[src/rtl/aes_pkg.sv]
// Shared types and constants for the AES session controller.
package aes_pkg;

   localparam int unsigned AES_BLOCK_W           = 128;
   localparam int unsigned AES_SCHED_TIMEOUT_DEF = 63;

   typedef enum logic [2:0] {
      S_IDLE,
      S_WAIT_KEY,
      S_WAIT_DATA,
      S_ISSUE,
      S_BUSY,
      S_WRITE,
      S_DONE,
      S_ERROR
   } aes_sched_state_t;

endpackage

[src/rtl/aes_sched_if.sv]
// Command, FIFO and datapath handshake bundle around the AES session controller.
interface aes_sched_if #(
   parameter int unsigned CNT_W = 16
);

   logic             start;
   logic             abort;
   logic             mode_encrypt;
   logic [CNT_W-1:0] num_blocks;
   logic             key_ready;
   logic             rx_fifo_empty;
   logic             tx_fifo_full;
   logic             aes_data_done;
   logic             aes_data_valid;
   logic             read_fifo;
   logic             is_encrypt;
   logic             tx_push;
   logic             busy;
   logic             done;
   logic             error;
   logic [CNT_W-1:0] blocks_left;

   // Environment side: command logic, FIFOs and datapath.
   modport master (
      output start, abort, mode_encrypt, num_blocks, key_ready,
             rx_fifo_empty, tx_fifo_full, aes_data_done, aes_data_valid,
      input  read_fifo, is_encrypt, tx_push, busy, done, error, blocks_left
   );

   // Controller side.
   modport slave (
      input  start, abort, mode_encrypt, num_blocks, key_ready,
             rx_fifo_empty, tx_fifo_full, aes_data_done, aes_data_valid,
      output read_fifo, is_encrypt, tx_push, busy, done, error, blocks_left
   );

endinterface

[src/rtl/aes_sched_wdog.sv]
// Clearable, enable-gated watchdog counter; expired flags the cycle whose tick reaches TIMEOUT.
module aes_sched_wdog #(
   parameter int unsigned TIMEOUT = 63
) (
   input  logic clk,
   input  logic rst,
   input  logic clr,
   input  logic en,
   output logic expired
);

   localparam int unsigned W = $clog2(TIMEOUT + 1);

   logic [W-1:0] count;

   // clr together with en counts the clearing cycle itself as the first tick.
   always_ff @(posedge clk) begin
      if (rst) begin
         count <= '0;
      end else if (clr) begin
         count <= en ? W'(1) : '0;
      end else if (en && (count != W'(TIMEOUT))) begin
         count <= count + W'(1);
      end
   end

   assign expired = en && (({1'b0, count} + (W+1)'(1)) >= (W+1)'(TIMEOUT));

endmodule

[src/rtl/aes_sched.sv]
// AES session controller: sequences key/RX/datapath/TX handshakes for a block-count session.
module aes_sched
   import aes_pkg::*;
#(
   parameter int unsigned CNT_W   = 16,
   parameter int unsigned TIMEOUT = AES_SCHED_TIMEOUT_DEF
) (
   input logic        clk,
   input logic        rst,
   aes_sched_if.slave bus
);

   aes_sched_state_t state, state_next;
   logic [CNT_W-1:0] blocks_left_q, blocks_left_next;
   logic             is_encrypt_q, is_encrypt_next;
   logic             wdog_clr, wdog_en, wdog_expired;

   aes_sched_wdog #(.TIMEOUT(TIMEOUT)) u_wdog (
      .clk     (clk),
      .rst     (rst),
      .clr     (wdog_clr),
      .en      (wdog_en),
      .expired (wdog_expired)
   );

   always_ff @(posedge clk) begin
      if (rst) begin
         state         <= S_IDLE;
         blocks_left_q <= '0;
         is_encrypt_q  <= 1'b0;
      end else begin
         state         <= state_next;
         blocks_left_q <= blocks_left_next;
         is_encrypt_q  <= is_encrypt_next;
      end
   end

   always_comb begin
      state_next       = state;
      blocks_left_next = blocks_left_q;
      is_encrypt_next  = is_encrypt_q;
      wdog_clr         = 1'b0;
      wdog_en          = 1'b0;
      bus.read_fifo    = 1'b0;
      bus.tx_push      = 1'b0;
      bus.done         = 1'b0;

      // Abort overrides every transition and suppresses the strobes of the current cycle.
      if (bus.abort) begin
         state_next = S_IDLE;
      end else begin
         unique case (state)
            S_IDLE, S_ERROR: begin
               if (bus.start) begin
                  is_encrypt_next  = bus.mode_encrypt;
                  blocks_left_next = bus.num_blocks;
                  state_next       = (bus.num_blocks != '0) ? S_WAIT_KEY : S_DONE;
               end
            end
            S_WAIT_KEY: begin
               if (bus.key_ready) state_next = S_WAIT_DATA;
            end
            S_WAIT_DATA: begin
               if (!bus.rx_fifo_empty) state_next = S_ISSUE;
            end
            S_ISSUE: begin
               bus.read_fifo = 1'b1;
               wdog_clr      = 1'b1;
               wdog_en       = 1'b1;
               state_next    = S_BUSY;
            end
            S_BUSY: begin
               wdog_en = 1'b1;
               if (bus.aes_data_done) begin
                  state_next = bus.aes_data_valid ? S_WRITE : S_ERROR;
               end else if (wdog_expired) begin
                  state_next = S_ERROR;
               end
            end
            S_WRITE: begin
               if (!bus.tx_fifo_full) begin
                  bus.tx_push      = 1'b1;
                  blocks_left_next = blocks_left_q - CNT_W'(1);
                  state_next       = (blocks_left_q == CNT_W'(1)) ? S_DONE : S_WAIT_DATA;
               end
            end
            S_DONE: begin
               bus.done   = 1'b1;
               state_next = S_IDLE;
            end
            default: state_next = S_IDLE;
         endcase
      end
   end

   assign bus.busy        = (state == S_WAIT_KEY) || (state == S_WAIT_DATA) ||
                            (state == S_ISSUE) || (state == S_BUSY) || (state == S_WRITE);
   assign bus.error       = (state == S_ERROR);
   assign bus.is_encrypt  = is_encrypt_q;
   assign bus.blocks_left = blocks_left_q;

endmodule

[src/flat_wrapper.sv]
// flat-port wrapper written by rule: the top's interface ports become plain ports
module aes_sched_flat import aes_pkg::*;
#(
   parameter int unsigned CNT_W   = 16,
   parameter int unsigned TIMEOUT = AES_SCHED_TIMEOUT_DEF
)
  (clk, rst, bus_start, bus_abort, bus_mode_encrypt, bus_num_blocks, bus_key_ready, bus_rx_fifo_empty, bus_tx_fifo_full, bus_aes_data_done, bus_aes_data_valid, bus_read_fifo, bus_is_encrypt, bus_tx_push, bus_busy, bus_done, bus_error, bus_blocks_left);
  aes_sched_if #(.CNT_W(CNT_W)) bus_i ();
  input logic clk;
  input logic rst;
  input wire logic [$bits(bus_i.start)-1:0] bus_start;
  input wire logic [$bits(bus_i.abort)-1:0] bus_abort;
  input wire logic [$bits(bus_i.mode_encrypt)-1:0] bus_mode_encrypt;
  input wire logic [$bits(bus_i.num_blocks)-1:0] bus_num_blocks;
  input wire logic [$bits(bus_i.key_ready)-1:0] bus_key_ready;
  input wire logic [$bits(bus_i.rx_fifo_empty)-1:0] bus_rx_fifo_empty;
  input wire logic [$bits(bus_i.tx_fifo_full)-1:0] bus_tx_fifo_full;
  input wire logic [$bits(bus_i.aes_data_done)-1:0] bus_aes_data_done;
  input wire logic [$bits(bus_i.aes_data_valid)-1:0] bus_aes_data_valid;
  output wire logic [$bits(bus_i.read_fifo)-1:0] bus_read_fifo;
  output wire logic [$bits(bus_i.is_encrypt)-1:0] bus_is_encrypt;
  output wire logic [$bits(bus_i.tx_push)-1:0] bus_tx_push;
  output wire logic [$bits(bus_i.busy)-1:0] bus_busy;
  output wire logic [$bits(bus_i.done)-1:0] bus_done;
  output wire logic [$bits(bus_i.error)-1:0] bus_error;
  output wire logic [$bits(bus_i.blocks_left)-1:0] bus_blocks_left;
  assign bus_i.start = bus_start;
  assign bus_i.abort = bus_abort;
  assign bus_i.mode_encrypt = bus_mode_encrypt;
  assign bus_i.num_blocks = bus_num_blocks;
  assign bus_i.key_ready = bus_key_ready;
  assign bus_i.rx_fifo_empty = bus_rx_fifo_empty;
  assign bus_i.tx_fifo_full = bus_tx_fifo_full;
  assign bus_i.aes_data_done = bus_aes_data_done;
  assign bus_i.aes_data_valid = bus_aes_data_valid;
  assign bus_read_fifo = bus_i.read_fifo;
  assign bus_is_encrypt = bus_i.is_encrypt;
  assign bus_tx_push = bus_i.tx_push;
  assign bus_busy = bus_i.busy;
  assign bus_done = bus_i.done;
  assign bus_error = bus_i.error;
  assign bus_blocks_left = bus_i.blocks_left;
  aes_sched #(.CNT_W(CNT_W), .TIMEOUT(TIMEOUT)) u_core (.clk(clk), .rst(rst), .bus(bus_i));
endmodule
[config.mk]
export PLATFORM = sky130hd
export DESIGN_NAME = aes_sched_flat
export DESIGN_NICKNAME = d
export VERILOG_FILES = /design/src/rtl/aes_pkg.sv /design/src/rtl/aes_sched_if.sv /design/src/rtl/aes_sched_wdog.sv /design/src/rtl/aes_sched.sv /design/src/flat_wrapper.sv
export SDC_FILE = /design/constraint.sdc
export NUM_CORES = 1
export LEC_CHECK = 0
export ABC_AREA = 1
export CELL_PAD_IN_SITES_DETAIL_PLACEMENT = 1
export CELL_PAD_IN_SITES_GLOBAL_PLACEMENT = 1
export CORE_UTILIZATION = 32
export CTS_BUF_LIST = sky130_fd_sc_hd__clkbuf_4
export DETAILED_ROUTE_END_ITERATION = 8
export PLACE_DENSITY = 0.86
export SLEW_MARGIN = 0
export SYNTH_ARGS = -nofsm -noshare
export SYNTH_HDL_FRONTEND = slang
export SYNTH_SLANG_ARGS = --single-unit
[constraint.sdc]
create_clock -name clk -period 1.65 [get_ports clk]
set_input_delay 0.165 -clock clk [delete_from_list [all_inputs] [get_ports clk]]
set_output_delay 0.165 -clock clk [all_outputs]
set_load 0.01 [all_outputs]
; ---- Yosys cells after proc, flatten, opt, wreduce, memory -nomap -nowiden
; Index checks and enable logic that the tools add are counted.
[word_totals]
register_bits = 26
output_inout_bits = 22
elab_cells = 64
[classes]
add_sub_neg = 3
order_cmp = 1
n_eq_ne = 14
muxes = 25
bitwise_logic = 1
reduce_logical = 16
[ops]
columns = cell, n
row1 = 2-to-1 mux 16 bit, 2
row2 = case mux 16 bit (2 select lines), 1
row3 = 2-to-1 mux 3 bit, 8
row4 = case mux 3 bit (7 select lines), 1
row5 = == test 16 x 1 -> 1 bit (second input constant), 1
row6 = nonzero test 16 bit, 1
row7 = subtractor 16 x 1 -> 16 bit (second input constant), 1
row8 = == test 3 bit (second input constant), 4
row9 = 2-to-1 mux 6 bit, 2
row10 = 2-to-1 mux 1 bit, 10
row11 = != test 2 bit (second input constant), 4
row12 = adder 6 x 1 -> 7 bit (second input constant), 1
row13 = greater-or-equal comparator 7 x 6 -> 1 bit (second input constant), 1
row14 = adder 6 x 1 -> 6 bit (second input constant), 1
row15 = == test 3 x 2 -> 1 bit (second input constant), 2
row16 = != test 6 bit (second input constant), 1
row17 = OR reduction 2 bit, 3
row18 = AND reduction 5 bit, 1
row19 = logical OR 1 bit, 4
row20 = AND reduction 4 bit, 1
row21 = nonzero test 2 bit, 2
row22 = == test 3 x 1 -> 1 bit (second input constant), 1
row23 = logical NOT 3 bit, 1
row24 = != test 3 bit (second input constant), 1
row25 = 4 further kinds, 5

; ---- Depth between registers and ports, before layout
; Gate-level depths: netlist of run 1.
[depth]
ltp_word = 8
ltp_mapped = 14
mapped_depth_nobuf = 14

; ---- By module
; Synthesis of run 1 repeated with hierarchy kept, for this count alone.
[hier_totals]
cells_unflattened = 337
area_unflattened_um2 = 2001.9
[by_module_without_submodules]
columns = module, n_inst, cells_per_inst, area_per_inst_um2
row1 = aes_sched, 1, 273, 1585.3
row2 = aes_sched_wdog, 1, 64, 416.6

; ---- Worst setup path after synthesis of run 1
; OpenSTA, ideal clock, no wires.
[synth_path]
path_kind = flip-flop to flip-flop
startpoint = register u_core.u_wdog.count[0]
endpoint = register u_core.state[2]
setup_time_ns = 0.113
arrival_time_ns = 1.530
required_time_ns = 1.537
path_slack_ns = 0.006
stages_incl_launch_ff = 13
synth_period_minus_slack_ns = 1.644
cell_sequence = dfxtp_1 inv_1 ha_1 o21bai_1 nand2_1 nor2_1 nand2_1 o21bai_1 nand2_1 nand2_1 nand2_1 nor2_1 nor2_1
[synth_via]
elab_chain_len = 5
[synth_rtl]
columns = item, line
row1 = start: declaration, aes_sched_wdog.sv:14  ; logic [W-1:0] count;
row2 = start signal: assignment, aes_sched_wdog.sv:21  ; count <= en ? W'(1) : '0;
row3 = start signal: assignment, aes_sched_wdog.sv:23  ; count <= count + W'(1);
row4 = adder 6 x 1 -> 7 bit, aes_sched_wdog.sv:27  ; assign expired = en && (({1'b0, count} + (W+1)'(1)) >= (W+1)'(TIMEOUT));
row5 = greater-or-equal comparator 7 x 6 -> 1 bit, aes_sched_wdog.sv:27
row6 = logical AND 1 bit, aes_sched_wdog.sv:27
row7 = != test 3 bit (no source line), -
row8 = AND reduction 5 bit (no source line), -
row9 = end signal: assignment, aes_sched.sv:32  ; state <= state_next;
row10 = end: declaration, aes_sched.sv:13  ; aes_sched_state_t state, state_next;
; No other way between the ends.
; A chain may end at the register's enable or synchronous reset.

; ---- Worst setup path after layout of run 1
[layout_path]
startpoint = register u_core.u_wdog.count[1]
endpoint = register u_core.state[2]
; Same word-level chain as after synthesis.

==> impl_metrics.py, run 1 <==
metrics = {
    "setup_path": {
        "crit_arrival_ps": 2000,
        "startpoint_type": "flop",
        "crit_path_end_kind": "flop",
        "crit_fanout": 6,
        "cp.required_ps": 1940,
        "criticalPathCategory": "flop to flop",
    },
    "place": {
        "gp_congestion": 0.876,
        "hpwl_mm": 5.43,
        "pre_cts_slack_ps": -117,
        "io_buffer_count": 47,
    },
    "global_route": {
        "grt_pass1_wl_mm": 11.4,
        "grt_antenna_before_repair": 0,
        "grt-ovfl-total": 0,
        "grt_use_total_pct": 22.9,
        "grt_pass1_vias": 2435,
        "grt_start_max_net_pins": 18,
    },
    "floorplan": {
        "die_h_um": 79.9,
        "io_pins": 48,
        "core_area_mm2": 0.00568,
        "start_util_pct": 34.2,
        "fp.dieW_um": 79.9,
        "dieArea_mm2": 0.00638,
        "row_count": 27,
    },
    "timing": {
        "rsz0062_at_grt": "true",
        "finalCriticalPeriod_ps": 1710,
        "finalClockSkew_ps": 4.06,
        "period_share_pct": 104,
        "setup_slack_ps": -63.5,
        "slew_headroom_pct": 72.0,
        "timing.fmax_mhz": 584,
        "final-setup-viol-count": 5,
        "maxSlewViolCount": 0,
        "fin_setup_tns_ps": -193,
        "worst_pin_slew_ps": 416,
        "hold_viol_final": 0,
    },
    "logic_synthesis": {
        "syn_area_per_cell_um2": 6.47,
        "yosys-top-cells-area": "dfxtp_1 (27%), nand2_1 (12%), nor2_1 (8.7%)",
        "yosysWarnings": 0,
        "yosysSeqAreaShare_pct": 26.8,
        "synth.net_count": 330,
        "syn_area_mm2": 0.00194,
        "ys_ff_latch": 26,
        "synth_edf_count": 0,
        "synth_top_area_share_pct": 26.8,
        "ys.flop_type": "dfxtp_1",
        "synth_top_cell_by_area": "dfxtp_1",
        "async_flop_share_pct": 0,
        "ys_types": 42,
        "syn_inst": 300,
    },
    "final_layout": {
        "final_common_cell": "nand2_1",
        "fillers": 736,
        "drive_gt1_share_pct": 30.6,
        "mostFrequentLayoutCells": "nand2_1 (54), clkdlybuf4s50_1 (42), buf_4 (39)",
        "areaGrowthSynthToFinish_pct": 55.8,
        "fin_nets": 421,
        "num_antenna_cells": 0,
    },
    "power": {
        "p_per_area_mw_per_mm2": 664,
        "ir_drop_v": 0.000339,
        "total_leakage_power_nw": 1.30,
    },
    "drt": {
        "route.detailed.drc": 0,
        "ant_nets": 0,
        "avgRoutedWirePerCell_um": 17.0,
        "num_vias": 2433,
        "routed_wl_mm": 7.86,
        "drt_iter0_markers": 96,
        "post_drt_via_cell_ratio": 5.28,
        "drtPass1Iterations": 4,
    },
    "cts": {
        "clockBufferDepth": 2,
        "cts_tree": "yes",
        "clkLatencyLatePin_ps": 340,
        "clkTransAtPathRegs_ps": 160,
        "cts_made_buffers": 3,
        "h-tree-depth": 1,
        "cts-root-buf": "clkbuf_4",
        "clock-sinks": 26,
    },
    "outcome": {
        "status": "finished, violations left",
        "violations": "negative setup slack",
    },
    "flow_run": {
        "maxCapViolations": 0,
    },
    "hold_path": {
        "hold_class": "input pin to flop",
    },
}
==> critical path, stage by stage, from the launching register on <==
cell	delay, ps
dfxtp_4	400
ha_4	180
nand4_1	140
buf_4	140
nand2_2	30
nor2_1	80
nand2_1	70
o21bai_1	140
nand2_1	70
nand2_1	80
nand2_2	100
nand2_1	90
nand2_1	50
nor2_1	80
==> where the power goes <==
group | leakage [nW] | internal, W | switching [W]
registers | 0.217 | 0.000676 | 0.0000661
clock network | 0.0138 | 0.0000862 | 0.000221
logic | 1.07 | 0.000432 | 0.000528
total | 1.30 | 0.00119 | 0.000815
==> synth_stat cells (2+ instances only) <==
cell type	number
nor4_1	3
xnor2_1	2
o211ai_1	2
nand4_1	8
nor3_4	2
dfxtp_1	26
o21ai_0	22
o21ai_1	4
nand2_2	2
inv_2	3
buf_6	2
nand2_1	60
inv_1	36
nand2_4	3
or2_2	2
o21a_1	2
o21bai_1	4
xor2_1	3
nand3_1	11
nor3_1	9
buf_2	2
a21oi_1	22
clkbuf_1	2
nor2_2	2
ha_1	4
a211oi_1	2
nor2_1	45
==> logic make-up after synthesis <==
| family | synth area share (%) |
|---|---|
| XOR/XNOR | 2.26 |
| buffers and inverters | 11.2 |
| AND/OR/NAND/NOR | 37.2 |
| AO/OA/AOI/OAI | 20.0 |
| adder cells (fa/ha/maj) | 2.58 |
| flip-flops | 26.8 |
==> state kept, by name, summed over array words and instances, names as in the netlist <==
register	flops
u_core.bus.is_encrypt	1
u_core.u_wdog.count	6
u_core.bus.blocks_left	16
u_core.state	3
==> path summary, 6_finish.rpt <==
kind | start | to | slack, ps | cells past startpoint
setup reg to reg | u_core.u_wdog.count[1] | u_core.state[2] | -60 | 13
hold reg to reg | u_core.bus.blocks_left[2] | u_core.bus.blocks_left[2] | 530 | 2
hold / removal | bus_mode_encrypt | u_core.bus.is_encrypt | 440 | 3
setup / recovery | u_core.u_wdog.count[1] | u_core.state[2] | -60 | 13
==> per-stage QoR <==
| stage | instance area, µm² | total power, W | cells | hold slack, ps | utilization (%) |
|---|---|---|---|---|---|
| after detailed placement | 2730 | 0.00154 | 447 | 487 | 48.1 |
| after CTS | 2800 | 0.00185 | 452 | 438 | 49.3 |
| final | 3020 | 0.00201 | 461 | 437 | 53.3 |
| after global placement | 2730 | 0.00150 | 447 | 472 | 48.1 |
| after floorplan | 1940 | 0.00119 | 300 | 307 | - |
| after global routing | 3020 | 0.00211 | 461 | 470 | 53.3 |
==> final cells by class <==
| class | count | area, µm² | area share [%] |
|---|---|---|---|
| inverter | 41 | 164 | 5.42 |
| multi-input combinational | 226 | 1370 | 45.2 |
| tap | 72 | 90.1 | 2.98 |
| clock buffer | 3 | 22.5 | 0.745 |
| timing repair buffer | 93 | 837 | 27.7 |
| sequential | 26 | 543 | 18.0 |
==> what timing repair did <==
action / in CTS / in global routing
gates cloned: 0 / 1
pin swaps: 4 / 14
hold buffers: 0 / 0
setup endpoints to repair: 23 / 26
resized for setup: 22 / 58
setup buffers: 2 / 8
==> per-layer routing <==
metal  vias to the layer above  share of wire (%)  GRT usage [%]
li1                       1163                  -              -
met3                        21                3.1           2.06
met4                         0                2.8           8.21
met1                      1190                 42           27.5
met5                         -                  0              0
met2                        59                 52           42.1
(Power assumes the default switching activity.)
==> run 2, diff against run 1 <==
CORE_UTILIZATION = 31   (was 32)
PLACE_DENSITY = 0.85   (was 0.86)
SYNTH_HIERARCHICAL = 1   (was unset)
==> run 2 against run 1 <==
Effect of this change: the run still ends with negative setup slack left; register-to-register slack got worse by 300 ps; clock power increased by 1%; non-clock buffer count decreased by 2; fmax decreased by 15%; clock skew increased by 0.94 ps; wire length decreased by 0.74%; synthesized cell count increased by 12%; cell area increased by 1.6%; sequential share of layout area decreased by 0.24 points; largest cell class unchanged.
==> impl_metrics.py, run 2 <==
metrics = {
    "setup_path": {
        "timing.rr.end": "u_core/state[2]",
        "r2r_start": "u_core/u_wdog/count[1]",
        "crit_path_end_kind": "flop",
        "cp.required_ps": 1920,
        "crit_fanout": 5,
        "startpoint_type": "flop",
        "crit_arrival_ps": 2280,
        "criticalPathCategory": "flop to flop",
        "reg2reg_depth": 15,
        "rrSetupSlack_ps": -360,
    },
    "logic_synthesis": {
        "ys_top_cells_by_count": "nand2_1 (85), nor2_1 (51), inv_1 (40)",
        "synth.most_common_cell": "nand2_1",
        "syn_area_mm2": 0.00200,
        "syn_area_per_cell_um2": 5.94,
        "yosysWarnings": 6,
        "synth_top_cell_by_area": "dfxtp_1",
        "synth_top_area_share_pct": 26.0,
        "yosysSeqAreaShare_pct": 26.0,
        "synth.net_count": 367,
        "ys_types": 33,
        "syn_inst": 337,
        "async_flop_share_pct": 0,
        "yosys-top-cells-area": "dfxtp_1 (26%), nand2_1 (16%), nor2_1 (9.6%)",
        "ys_ff_latch": 26,
        "synth_edf_count": 0,
        "ys.flop_type": "dfxtp_1",
    },
    "drt": {
        "ant_nets": 0,
        "route.detailed.drc": 0,
        "drt_iter0_markers": 78,
        "avgRoutedWirePerCell_um": 15.6,
        "drtPass1Iterations": 4,
        "post_drt_via_cell_ratio": 5.23,
        "routed_wl_mm": 7.80,
        "num_vias": 2611,
    },
    "floorplan": {
        "core_area_mm2": 0.00606,
        "io_pins": 48,
        "dieArea_mm2": 0.00678,
        "die_h_um": 82.4,
        "fp.dieW_um": 82.4,
        "start_util_pct": 33.0,
        "row_count": 28,
    },
    "timing": {
        "slew_headroom_pct": 75.4,
        "maxSlewViolCount": 0,
        "timing.fmax_mhz": 497,
        "final-setup-viol-count": 3,
        "finalCriticalPeriod_ps": 2010,
        "period_share_pct": 122,
        "rsz0062_at_grt": "true",
        "finalClockSkew_ps": 5.00,
        "worst_pin_slew_ps": 367,
        "setup_slack_ps": -361,
        "hold_viol_final": 0,
    },
    "hold_path": {
        "hold_depth": 5,
        "hold_class": "input pin to flop",
        "hold_end": "u_core/bus.blocks_left[6]",
        "hold_start": "bus_num_blocks[6]",
    },
    "power": {
        "ir_drop_v": 0.000391,
        "p_total_w": 0.00225,
        "total_leakage_power_nw": 1.34,
        "p_per_area_mw_per_mm2": 732,
    },
    "final_layout": {
        "areaGrowthSynthToFinish_pct": 53.5,
        "fillers": 813,
        "instances_no_fill": 499,
        "largest_reg_flops": 16,
        "final_common_cell": "nand2_1",
        "mostFrequentLayoutCells": "nand2_1 (82), nor2_1 (47), clkdlybuf4s50_1 (42)",
        "drive_gt1_share_pct": 25.5,
        "fin_util_pct": 50.7,
        "num_antenna_cells": 0,
        "fin_nets": 455,
        "finalInstanceArea_mm2": 0.00307,
    },
    "global_route": {
        "grt_pass1_vias": 2578,
        "grt-ovfl-total": 0,
        "grt_pass1_wl_mm": 11.7,
        "grt_use_total_pct": 22.4,
        "grt_antenna_before_repair": 0,
        "grt_start_max_net_pins": 17,
    },
    "flow_run": {
        "maxCapViolations": 0,
    },
    "cts": {
        "clkLatencyLatePin_ps": 340,
        "clock-sinks": 26,
        "clockBufferDepth": 2,
        "h-tree-depth": 1,
        "clkTransAtPathRegs_ps": 160,
        "hold_buffers": 0,
        "cts_made_buffers": 3,
        "cts-root-buf": "clkbuf_4",
        "cts_tree": "yes",
    },
    "outcome": {
        "violations": "negative setup slack",
        "status": "finished, violations left",
    },
    "place": {
        "hpwl_mm": 5.44,
        "pre_cts_slack_ps": -400,
        "io_buffer_count": 47,
        "place_area_mm2": 0.00275,
        "gp_congestion": 0.839,
        "place_inst": 479,
    },
}
-- run 2: how the worst max path moves through the flow --
stage | slack, ps | end | cells past startpoint | startpoint
floorplan | -160 | u_core/state[1] | 14 | u_core/u_wdog/count[0]
global placement | -250 | u_core/state[1] | 14 | u_core/u_wdog/count[0]
detailed placement | -400 | u_core/state[1] | 14 | u_core/u_wdog/count[1]
CTS | -260 | u_core/state[2] | 14 | u_core/u_wdog/count[0]
global route | -440 | u_core/state[1] | 15 | u_core/u_wdog/count[1]
finish | -360 | u_core/state[2] | 15 | u_core/u_wdog/count[1]
-- run 2: metrics by stage --
| stage | hold slack [ps] | TNS [ps] |
|---|---|---|
| after CTS | 482 | -888 |
| after floorplan | 227 | -341 |
| final | 499 | -995 |
| after global placement | 452 | -769 |
| after global routing | 506 | -1470 |
| after detailed placement | 478 | -1260 |
-- run 2: repair_timing --
action                     4_1_cts  5_1_grt
resized for setup               29       42
setup endpoints to repair       11       31
pin swaps                       15       15
buffers inserted                 1       14
gates cloned                     0        1
-- run 2: worst max-delay path, cell delays in order (launching register included) --
cell,delay [ps]
dfxtp_4,420
buf_6,110
nand2_1,50
nor2_1,190
nand2_1,100
nand2_1,90
nand2_1,80
inv_1,60
nand2_1,60
a21oi_2,130
nor2_1,60
nand3_1,80
nand3_2,100
nor2_4,150
o21ai_0,120
nor2_1,150
-- run 2: kinds of logic (layout without fill, tap and decap cells) --
kind of cell	after synthesis	in the layout	share of synthesized area [%]
simple gates	201	202	45.9
buf+inv	54	140	11.7
fa+ha+maj	4	4	2.50
compound gates	52	52	13.9
flops	26	26	26.0
-- run 2: area by class of cell --
type	instances	area [µm²]	share of cell area, %
Multi-Input combinational cell	258	1410	45.8
Timing Repair Buffer	91	818	26.6
Sequential cell	26	544	17.7
Inverter	45	184	5.99
Tap cell	75	93.8	3.05
Clock buffer	3	22.5	0.733
Clock inverter	1	3.75	0.122
-- run 2: power breakdown --
part / internal, W / switching, W
sequential: 0.000696 / 0.0000952
combinational: 0.000509 / 0.000638
clock: 0.0000890 / 0.000222
total: 0.00129 / 0.000955
-- run 2: metal layers --
| metal | vias to the layer above | track usage [%] | routed length, µm |
|---|---|---|---|
| met5 | - | 0 | 0 |
| met4 | 0 | 7.72 | 201 |
| met3 | 22 | 4.18 | 380 |
| met2 | 73 | 41.2 | 3960 |
| met1 | 1253 | 25.6 | 3260 |
| li1 | 1263 | - | - |
==> run 3, diff against run 2 <==
SKIP_CTS_REPAIR_TIMING = 1   (was unset)
==> run 3 against run 2 <==
Effect of this change: the run still ends with negative setup slack left; clock-buffer cell count stayed put; cell area shrank 0.73%; sequential share of layout area is essentially flat; flip-flop and latch count stayed put; global-route usage shrank 0.69 points; clock power down 2%; via count is 0.92% lower; die area unchanged; utilization down 0.37 points; critical path depth is the same; sequential power about the same; total power down 0.49%; critical endpoint unchanged.
==> impl_metrics.py, run 3 (same netlist as run 2, synthesis figures left out) <==
metrics = {
    "outcome": {
        "status": "finished, violations left",
        "violations": "negative setup slack",
    },
    "setup_path": {
        "cp_common_cell": "nand2_1",
        "crit_arrival_ps": 2330,
        "criticalPathCategory": "flop to flop",
        "startpoint_type": "flop",
        "cp_slowest_cell": "dfxtp_1",
        "cp.required_ps": 1880,
        "path_cells": "nand2_1 > nor2_1 > nand2_1 > nand2_1 > nand2_1 > inv_1 > nand2_1 > a21oi_2 > nor2_1 > nand3_1 > nand3_2 > nor2_4 > nand2_1 > nor2_1 > nor2_1",
        "crit_fanout": 5,
        "crit_path_end_kind": "flop",
        "critical_path.max_stage_delay_ps": 470,
    },
    "timing": {
        "finalClockSkew_ps": 14.0,
        "rsz0062_at_grt": "true",
        "hold_slack_ps": 495,
        "hold_viol_final": 0,
        "maxSlewViolCount": 0,
        "period_share_pct": 127,
        "worst_pin_slew_ps": 376,
        "finalCriticalPeriod_ps": 2100,
        "slew_headroom_pct": 74.9,
        "final-setup-viol-count": 4,
        "fin_setup_tns_ps": -1300,
        "timing.fmax_mhz": 477,
        "setup_slack_ps": -447,
    },
    "floorplan": {
        "row_count": 28,
        "fp.dieW_um": 82.4,
        "start_util_pct": 33.0,
        "io_pins": 48,
        "dieArea_mm2": 0.00678,
        "core_area_mm2": 0.00606,
        "die_h_um": 82.4,
    },
    "drt": {
        "routed_wl_mm": 7.74,
        "route.detailed.drc": 0,
        "num_vias": 2587,
        "avgRoutedWirePerCell_um": 15.5,
        "post_drt_via_cell_ratio": 5.19,
        "drtPass1Iterations": 4,
        "drt_iter0_markers": 61,
        "ant_nets": 0,
    },
    "global_route": {
        "grt_pass1_vias": 2515,
        "grt-ovfl-total": 0,
        "grt_antenna_before_repair": 0,
        "grt_use_total_pct": 21.7,
        "grt_start_max_net_pins": 17,
        "grt_pass1_wl_mm": 11.3,
    },
    "final_layout": {
        "areaGrowthSynthToFinish_pct": 52.4,
        "drive_gt1_share_pct": 22.9,
        "seqCellArea_um2": 542,
        "fin_nets": 454,
        "final_common_cell": "nand2_1",
        "multiInputGateArea_mm2": 0.00138,
        "largest_reg_flops": 16,
        "mostFrequentLayoutCells": "nand2_1 (83), nor2_1 (46), clkdlybuf4s50_1 (42)",
        "fillers": 818,
        "fin_util_pct": 50.3,
        "num_antenna_cells": 0,
    },
    "power": {
        "total_leakage_power_nw": 1.36,
        "ir_drop_v": 0.000389,
        "p_per_area_mw_per_mm2": 733,
    },
    "cts": {
        "cts_made_buffers": 3,
        "cts_tree": "yes",
        "clkLatencyLatePin_ps": 340,
        "clock-sinks": 26,
        "clockBufferDepth": 2,
        "h-tree-depth": 1,
        "clkTransAtPathRegs_ps": 160,
        "cts-root-buf": "clkbuf_4",
    },
    "place": {
        "hpwl_mm": 5.44,
        "io_buffer_count": 47,
        "pre_cts_slack_ps": -400,
        "gp_congestion": 0.839,
    },
    "hold_path": {
        "hold_class": "input pin to flop",
    },
    "flow_run": {
        "maxCapViolations": 0,
    },
}
==> run 3: changes by cell type in the layout (fill, tap and decap cells not counted), sizes merged <==
cell / before / now
clkinv: 2 / 1
clkbuf: 5 / 3
dlymetal6s2s: 1 / 3
inv: 44 / 45
buf: 46 / 45
==> run 3: worst paths after layout <==
| kind | cells past startpoint | from | end | slack (ps) |
|---|---|---|---|---|
| max | 15 | u_core/u_wdog/count[3] | u_core/state[2] | -450 |
| min | 5 | bus_num_blocks[6] | u_core/bus.blocks_left[6] | 500 |
| max reg2reg | 15 | u_core/u_wdog/count[3] | u_core/state[2] | -450 |
| min reg2reg | 2 | u_core/bus.is_encrypt | u_core/bus.is_encrypt | 500 |
==> run 3: per-stage QoR <==
| step | std cells | total power, W | instance area (µm²) |
|---|---|---|---|
| final | 498 | 0.00224 | 3050 |
| after global routing | 498 | 0.00240 | 3050 |
| after CTS | 483 | 0.00211 | 2780 |
| after detailed placement | 479 | 0.00179 | 2750 |
| after global placement | 479 | 0.00174 | 2750 |
| after floorplan | 337 | 0.00137 | 2030 |
==> run 3: per-layer routing <==
metal  global-route usage, %  vias up  wire length [µm]
li1                        -     1266                 -
met1                    25.1     1236              3220
met2                    39.9       62              3960
met3                    4.07       23               310
met4                    6.84        0               241
met5                       0        -                 0
==> run 3: area by class of cell <==
type	count	share of cell area, %
Sequential cell	26	17.8
Tap cell	75	3.08
Clock inverter	1	0.123
Inverter	45	5.87
Multi-Input combinational cell	258	45.4
Timing Repair Buffer	90	27.1
Clock buffer	3	0.738
==> run 3: power by group <==
group | switching, W | leakage (nW) | internal, W
clock network | 0.000215 | 0.0154 | 0.0000891
registers | 0.0000941 | 0.218 | 0.000696
logic | 0.000638 | 1.13 | 0.000505
total | 0.000947 | 1.36 | 0.00129
==> run 3: worst max-delay path: cells and delay by family, from the launching register on <==
kind | cells | cell delay (ps)
simple gates | 13 | 1300
flops | 1 | 470
compound gates | 1 | 160
buf+inv | 1 | 60
